===== src/rtl/alarm_mode_controller.sv =====
// Alarm clock sequencer: five-state mode FSM, time-of-day and alarm registers,
// button arbitration (stop > mode > up > down), alarm trigger and ring auto-off.
module alarm_mode_controller #(
    parameter int unsigned RING_SECONDS = 60
) (
    input  logic       clk,
    input  logic       rst,
    input  logic       tick_1hz,
    input  logic       mode_p,
    input  logic       up_p,
    input  logic       down_p,
    input  logic       stop_p,
    output logic [2:0] mode,
    output logic [4:0] hours,
    output logic [5:0] minutes,
    output logic [5:0] seconds,
    output logic [4:0] alm_hours,
    output logic [5:0] alm_minutes,
    output logic       alarm_en,
    output logic       ringing
);

    typedef enum logic [2:0] {
        RUN   = 3'd0,
        SET_H = 3'd1,
        SET_M = 3'd2,
        ALM_H = 3'd3,
        ALM_M = 3'd4
    } mode_e;

    localparam logic [7:0] RING_LIMIT = 8'(RING_SECONDS);

    mode_e      state_q, state_d;
    logic [4:0] hours_q, hours_d, alm_h_q, alm_h_d;
    logic [5:0] minutes_q, minutes_d, seconds_q, seconds_d, alm_m_q, alm_m_d;
    logic       alarm_en_q, alarm_en_d, ringing_q, ringing_d;
    logic [7:0] ring_cnt_q, ring_cnt_d;

    logic       any_p, do_mode, do_up, do_down, do_edit, clock_runs;
    logic [4:0] nx_h;
    logic [5:0] nx_m, nx_s;

    function automatic logic [4:0] step_h(input logic [4:0] v, input logic inc);
        if (inc) return (v == 5'd23) ? 5'd0 : v + 5'd1;
        return (v == 5'd0) ? 5'd23 : v - 5'd1;
    endfunction

    function automatic logic [5:0] step_m(input logic [5:0] v, input logic inc);
        if (inc) return (v == 6'd59) ? 6'd0 : v + 6'd1;
        return (v == 6'd0) ? 6'd59 : v - 6'd1;
    endfunction

    // Only the highest-priority pulse survives; lower ones are dropped this cycle.
    assign any_p   = stop_p | mode_p | up_p | down_p;
    assign do_mode = mode_p & ~stop_p;
    assign do_up   = up_p & ~stop_p & ~mode_p;
    assign do_down = down_p & ~stop_p & ~mode_p & ~up_p;
    assign do_edit = do_up | do_down;

    assign clock_runs = (state_q == RUN) || (state_q == ALM_H) || (state_q == ALM_M);

    always_comb begin
        nx_h = hours_q;
        nx_m = minutes_q;
        nx_s = seconds_q + 6'd1;
        if (seconds_q == 6'd59) begin
            nx_s = 6'd0;
            nx_m = minutes_q + 6'd1;
            if (minutes_q == 6'd59) begin
                nx_m = 6'd0;
                nx_h = (hours_q == 5'd23) ? 5'd0 : hours_q + 5'd1;
            end
        end
    end

    // NOTE: every next-state variable gets its hold value first so no path infers a latch.
    always_comb begin
        state_d    = state_q;
        hours_d    = hours_q;
        minutes_d  = minutes_q;
        seconds_d  = seconds_q;
        alm_h_d    = alm_h_q;
        alm_m_d    = alm_m_q;
        alarm_en_d = alarm_en_q;
        ringing_d  = ringing_q;
        ring_cnt_d = ring_cnt_q;

        if (tick_1hz && clock_runs) begin
            hours_d   = nx_h;
            minutes_d = nx_m;
            seconds_d = nx_s;
        end

        if (ringing_q) begin
            // Any accepted pulse is swallowed as a stop while sounding.
            if (any_p) begin
                ringing_d = 1'b0;
            end else if (tick_1hz) begin
                ring_cnt_d = ring_cnt_q + 8'd1;
                if (ring_cnt_q + 8'd1 == RING_LIMIT) ringing_d = 1'b0;
            end
        end else begin
            unique case (state_q)
                RUN: begin
                    if (stop_p) begin
                        alarm_en_d = ~alarm_en_q;
                    end else if (do_mode) begin
                        state_d   = SET_H;
                        seconds_d = 6'd0;
                    end
                end
                SET_H: begin
                    if (do_mode)      state_d = SET_M;
                    else if (do_edit) hours_d = step_h(hours_q, do_up);
                end
                SET_M: begin
                    if (do_mode)      state_d   = ALM_H;
                    else if (do_edit) minutes_d = step_m(minutes_q, do_up);
                end
                ALM_H: begin
                    if (do_mode)      state_d = ALM_M;
                    else if (do_edit) alm_h_d = step_h(alm_h_q, do_up);
                end
                ALM_M: begin
                    if (do_mode)      state_d = RUN;
                    else if (do_edit) alm_m_d = step_m(alm_m_q, do_up);
                end
                default: state_d = RUN;
            endcase

            if (state_q == RUN && tick_1hz && alarm_en_q && !do_mode &&
                nx_h == alm_h_q && nx_m == alm_m_q && nx_s == 6'd0) begin
                ringing_d  = 1'b1;
                ring_cnt_d = 8'd0;
            end
        end
    end

    always_ff @(posedge clk) begin
        if (!rst) begin
            state_q    <= RUN;
            hours_q    <= 5'd0;
            minutes_q  <= 6'd0;
            seconds_q  <= 6'd0;
            alm_h_q    <= 5'd0;
            alm_m_q    <= 6'd0;
            alarm_en_q <= 1'b0;
            ringing_q  <= 1'b0;
            ring_cnt_q <= 8'd0;
        end else begin
            state_q    <= state_d;
            hours_q    <= hours_d;
            minutes_q  <= minutes_d;
            seconds_q  <= seconds_d;
            alm_h_q    <= alm_h_d;
            alm_m_q    <= alm_m_d;
            alarm_en_q <= alarm_en_d;
            ringing_q  <= ringing_d;
            ring_cnt_q <= ring_cnt_d;
        end
    end

    assign mode        = state_q;
    assign hours       = hours_q;
    assign minutes     = minutes_q;
    assign seconds     = seconds_q;
    assign alm_hours   = alm_h_q;
    assign alm_minutes = alm_m_q;
    assign alarm_en    = alarm_en_q;
    assign ringing     = ringing_q;

endmodule


===== config.mk =====
export PLATFORM = sky130hd
export DESIGN_NAME = alarm_mode_controller
export DESIGN_NICKNAME = d
export VERILOG_FILES = /design/src/rtl/alarm_mode_controller.sv
export SDC_FILE = /design/constraint.sdc
export NUM_CORES = 1
export LEC_CHECK = 0
export ABC_CLOCK_PERIOD_IN_PS = 2950
export CAP_MARGIN = 20
export CORE_UTILIZATION = 45
export DETAILED_ROUTE_END_ITERATION = 8
export GPL_ROUTABILITY_DRIVEN = 0
export HOLD_SLACK_MARGIN = 0.12
export PLACE_DENSITY = 0.66
export SYNTH_ARGS = -nofsm -noshare
export SYNTH_HDL_FRONTEND = slang
export SYNTH_SLANG_ARGS = --single-unit

===== constraint.sdc =====
create_clock -name clk -period 2.95 [get_ports clk]
set_input_delay 0.295 -clock clk [delete_from_list [all_inputs] [get_ports clk]]
set_output_delay 0.295 -clock clk [all_outputs]
set_load 0.02 [all_outputs]

==> impl_metrics.py <==
metrics = {
    "critical_path": {
        "cp.required_ps": 3140,
        "path_cells": "ha_1 > nand2b_2 > nor2_2 > a31oi_1 > xor2_1 > or4_4 > o21ai_4 > o21ai_2",
        "cp_slowest_stage_delay_ps": 570,
        "r2r_slack_ps": 160,
        "worstSetupStartpointType": "flop",
        "reg2reg_depth": 8,
        "path_class": "flop to flop",
        "critPathTopFamily": "simple AND/OR/NAND/NOR gates",
        "cp_data_arrival_time_ps": 2980,
        "cp.depth": 8,
        "end_kind": "flop",
        "path_buf_inv": 0,
        "cp_max_fo": 11,
        "critPathSlowestCell": "or4_4",
    },
    "outcome": {
        "status": "finished clean",
    },
    "clocking": {
        "ctsHoldBuffers": 0,
        "clkSlewWorstSetupHoldPaths_ps": 90,
        "cts.path.max_buffers": 2,
        "post_cts_resized": 0,
        "cts_sinks": 41,
        "post-cts-setup-buffers": 0,
        "cts-root-buf": "clkbuf_8",
        "htree_levels": 2,
        "cts_buffers": 5,
        "tritoncts": "done",
        "clock_latency_ps": 300,
    },
    "route": {
        "drt-wirelength-per-cell_um": 15.46,
        "drt_iter0_markers": 165,
        "vias": 3505,
        "ant_nets": 0,
        "routed_wl_mm": 9.217,
        "vias_per_cell": 5.881,
        "drtPass1Iterations": 5,
        "drc_errors": 0,
    },
    "placement": {
        "post-dp-hpwl_mm": 6.702,
        "placed_cells": 588,
        "placed_cell_area_mm2": 0.003872,
        "io_buffer_count": 39,
    },
    "pwr": {
        "switching_share_pct": 25.62,
        "seqPwrFrac_pct": 44.5,
        "p_leak_nw": 1.458,
        "comb_power_share_pct": 13.6,
        "power_density_mw_per_mm2": 326.5,
        "clockPowerShare_pct": 41.9,
        "p_int_uw": 972.9,
        "switching_power_uw": 335.2,
        "peakVddDrop_mv": 0.1741,
    },
    "sta": {
        "fin_crit_ps": 2787,
        "fin_skew_ps": 8.720,
        "max_freq_ghz": 0.3588,
        "rsz0062_at_grt": "no",
        "tns_ps": 0,
        "worstMarginPinSlew_ps": 742.5,
        "max_slew_margin_pct": 50.17,
        "slew_viol_final": 0,
        "min_period_over_period_pct": 94.47,
        "setup_viol": 0,
        "hold_viol_final": 0,
    },
    "hold_path": {
        "whs_path_depth": 2,
        "hold_path.class": "flop to flop",
    },
    "yosys": {
        "syn-num-nets": 495,
        "synth_seq_cells": 41,
        "ys.flop_type": "dfxtp_1",
        "syn_area_mm2": 0.003440,
        "synth-async-reset-ratio_pct": 0,
        "postSynthCellCount": 475,
        "yosys.area.top_type_share_pct": 23.86,
        "synthTopCellsByArea": "dfxtp_1 (24%), a21oi_1 (7.0%), nor2_1 (5.3%)",
        "yosys_warnings": 0,
        "yosys.cell_types.count": 72,
        "yosysSeqAreaShare_pct": 23.86,
        "synth_top_area_cell": "dfxtp_1",
        "synth_edf_count": 0,
        "syn_area_per_cell_um2": 7.241,
    },
    "floorplanning": {
        "die_area_mm2": 0.007997,
        "dieWidth_um": 89.43,
        "start_util_pct": 46.92,
        "die_y_um": 89.43,
        "core_mm2": 0.007331,
        "num_io_pins": 40,
        "num_rows": 31,
    },
    "finish": {
        "fin_area_mm2": 0.004006,
        "final_cell_mix": "nor2_1 (49), a21oi_1 (48), dfxtp_1 (41)",
        "nets": 516,
        "layout_commonest_cell": "nor2_1",
        "layout-drive-gt1-share_pct": 9.457,
        "final_cells": 596,
        "synthToLayoutAreaGrowth_pct": 16.48,
        "antenna_cells": 0,
    },
    "global_routing": {
        "antenna_found_initial": 0,
        "grt_usage_pct": 23.80,
        "overflow": 0,
        "grt_start_max_net_pins": 22,
        "grt_pass1_vias": 3009,
        "grt_pass1_wl_mm": 14.82,
    },
    "flow_run": {
        "cap_violations": 0,
    },
}
stage by stage:
stage / power (mW) / utilization [%] / hold WS [ps] / setup WS, ps
floorplan: 0.7090 / - / 471.4 / 441.7
global placement: 0.7700 / 52.82 / 484.4 / 287.7
detailed placement: 0.7705 / 52.82 / 488.7 / 177.2
CTS: 1.318 / 54.65 / 503.4 / 185.5
global route: 1.357 / 54.65 / 549.2 / 15.94
finish: 1.308 / 54.65 / 502.6 / 163.1
layer usage:
layer	global-route usage, %	part of all wire, %	up-vias
met3	4.247	5.0	11
met2	39.69	47	94
met4	5.772	1.3	0
li1	-	-	1764
met1	31.85	47	1636
met5	0	0	-
power by group through the flow:
stage | sequential [mW] | combinational (mW) | clock (mW)
floorplan | 0.599 | 0.110 | 0
global placement | 0.595 | 0.175 | 0
detailed placement | 0.595 | 0.175 | 0
CTS | 0.582 | 0.177 | 0.560
global route | 0.585 | 0.193 | 0.578
finish | 0.582 | 0.178 | 0.548
state kept, by name, indices dropped and copies added, names as in the netlist:
signal / flops
alarm_en: 1
alm_hours: 5
alm_minutes: 6
hours: 5
minutes: 6
mode: 3
ring_cnt_q: 8
ringing: 1
seconds: 6
kinds of logic after synthesis:
group	count (synthesis)	synth area share, %
xor+xnor	23	5.857
buf+inv	59	7.602
fa+ha+maj	13	4.729
compound gates	144	27.25
mux	6	1.783
simple gates	189	28.92
flops	41	23.86
Yosys cell counts, drive strengths merged (2+ instances only):
library cell / count
a211oi: 7
a21oi: 48
a221oi: 3
a22o: 3
a2bb2oi: 2
a311oi: 5
a31oi: 13
and2: 3
and3: 7
buf: 12
clkbuf: 27
dfxtp: 41
ha: 13
inv: 20
mux2i: 5
nand2: 32
nand2b: 6
nand3: 20
nand3b: 3
nand4: 10
nor2: 50
nor2b: 9
nor3: 23
nor3b: 4
nor4: 5
nor4b: 3
o2111a: 2
o211ai: 2
o21a: 5
o21ai: 35
o22ai: 5
or2: 2
or3: 6
or3b: 2
xnor2: 10
xor2: 13
worst min-delay path: stages, from the launching register on:
cell and delay [ps]:
dfxtp_1 340, nand2_1 60, a21oi_1 50
area by class of cell:
cell class	count	area [um^2]
inverter	20	75.07
sequential	41	820.8
tap	99	123.9
fill	707	3324
multi-input combinational	375	2357
clock buffer	5	68.82
clock inverter	3	65.06
timing repair buffer	53	495.5
path summary, 6_finish.rpt:
check	startpoint	endpoint
min	seconds[1]$_SDFF_PN0_	seconds[1]$_SDFF_PN0_
max	seconds[0]$_SDFF_PN0_	ring_cnt_q[2]$_SDFFE_PN0P_
min reg2reg	seconds[1]$_SDFF_PN0_	seconds[1]$_SDFF_PN0_
max reg2reg	seconds[0]$_SDFF_PN0_	ring_cnt_q[2]$_SDFFE_PN0P_
Note: power is estimated with default switching activity, not from simulation.
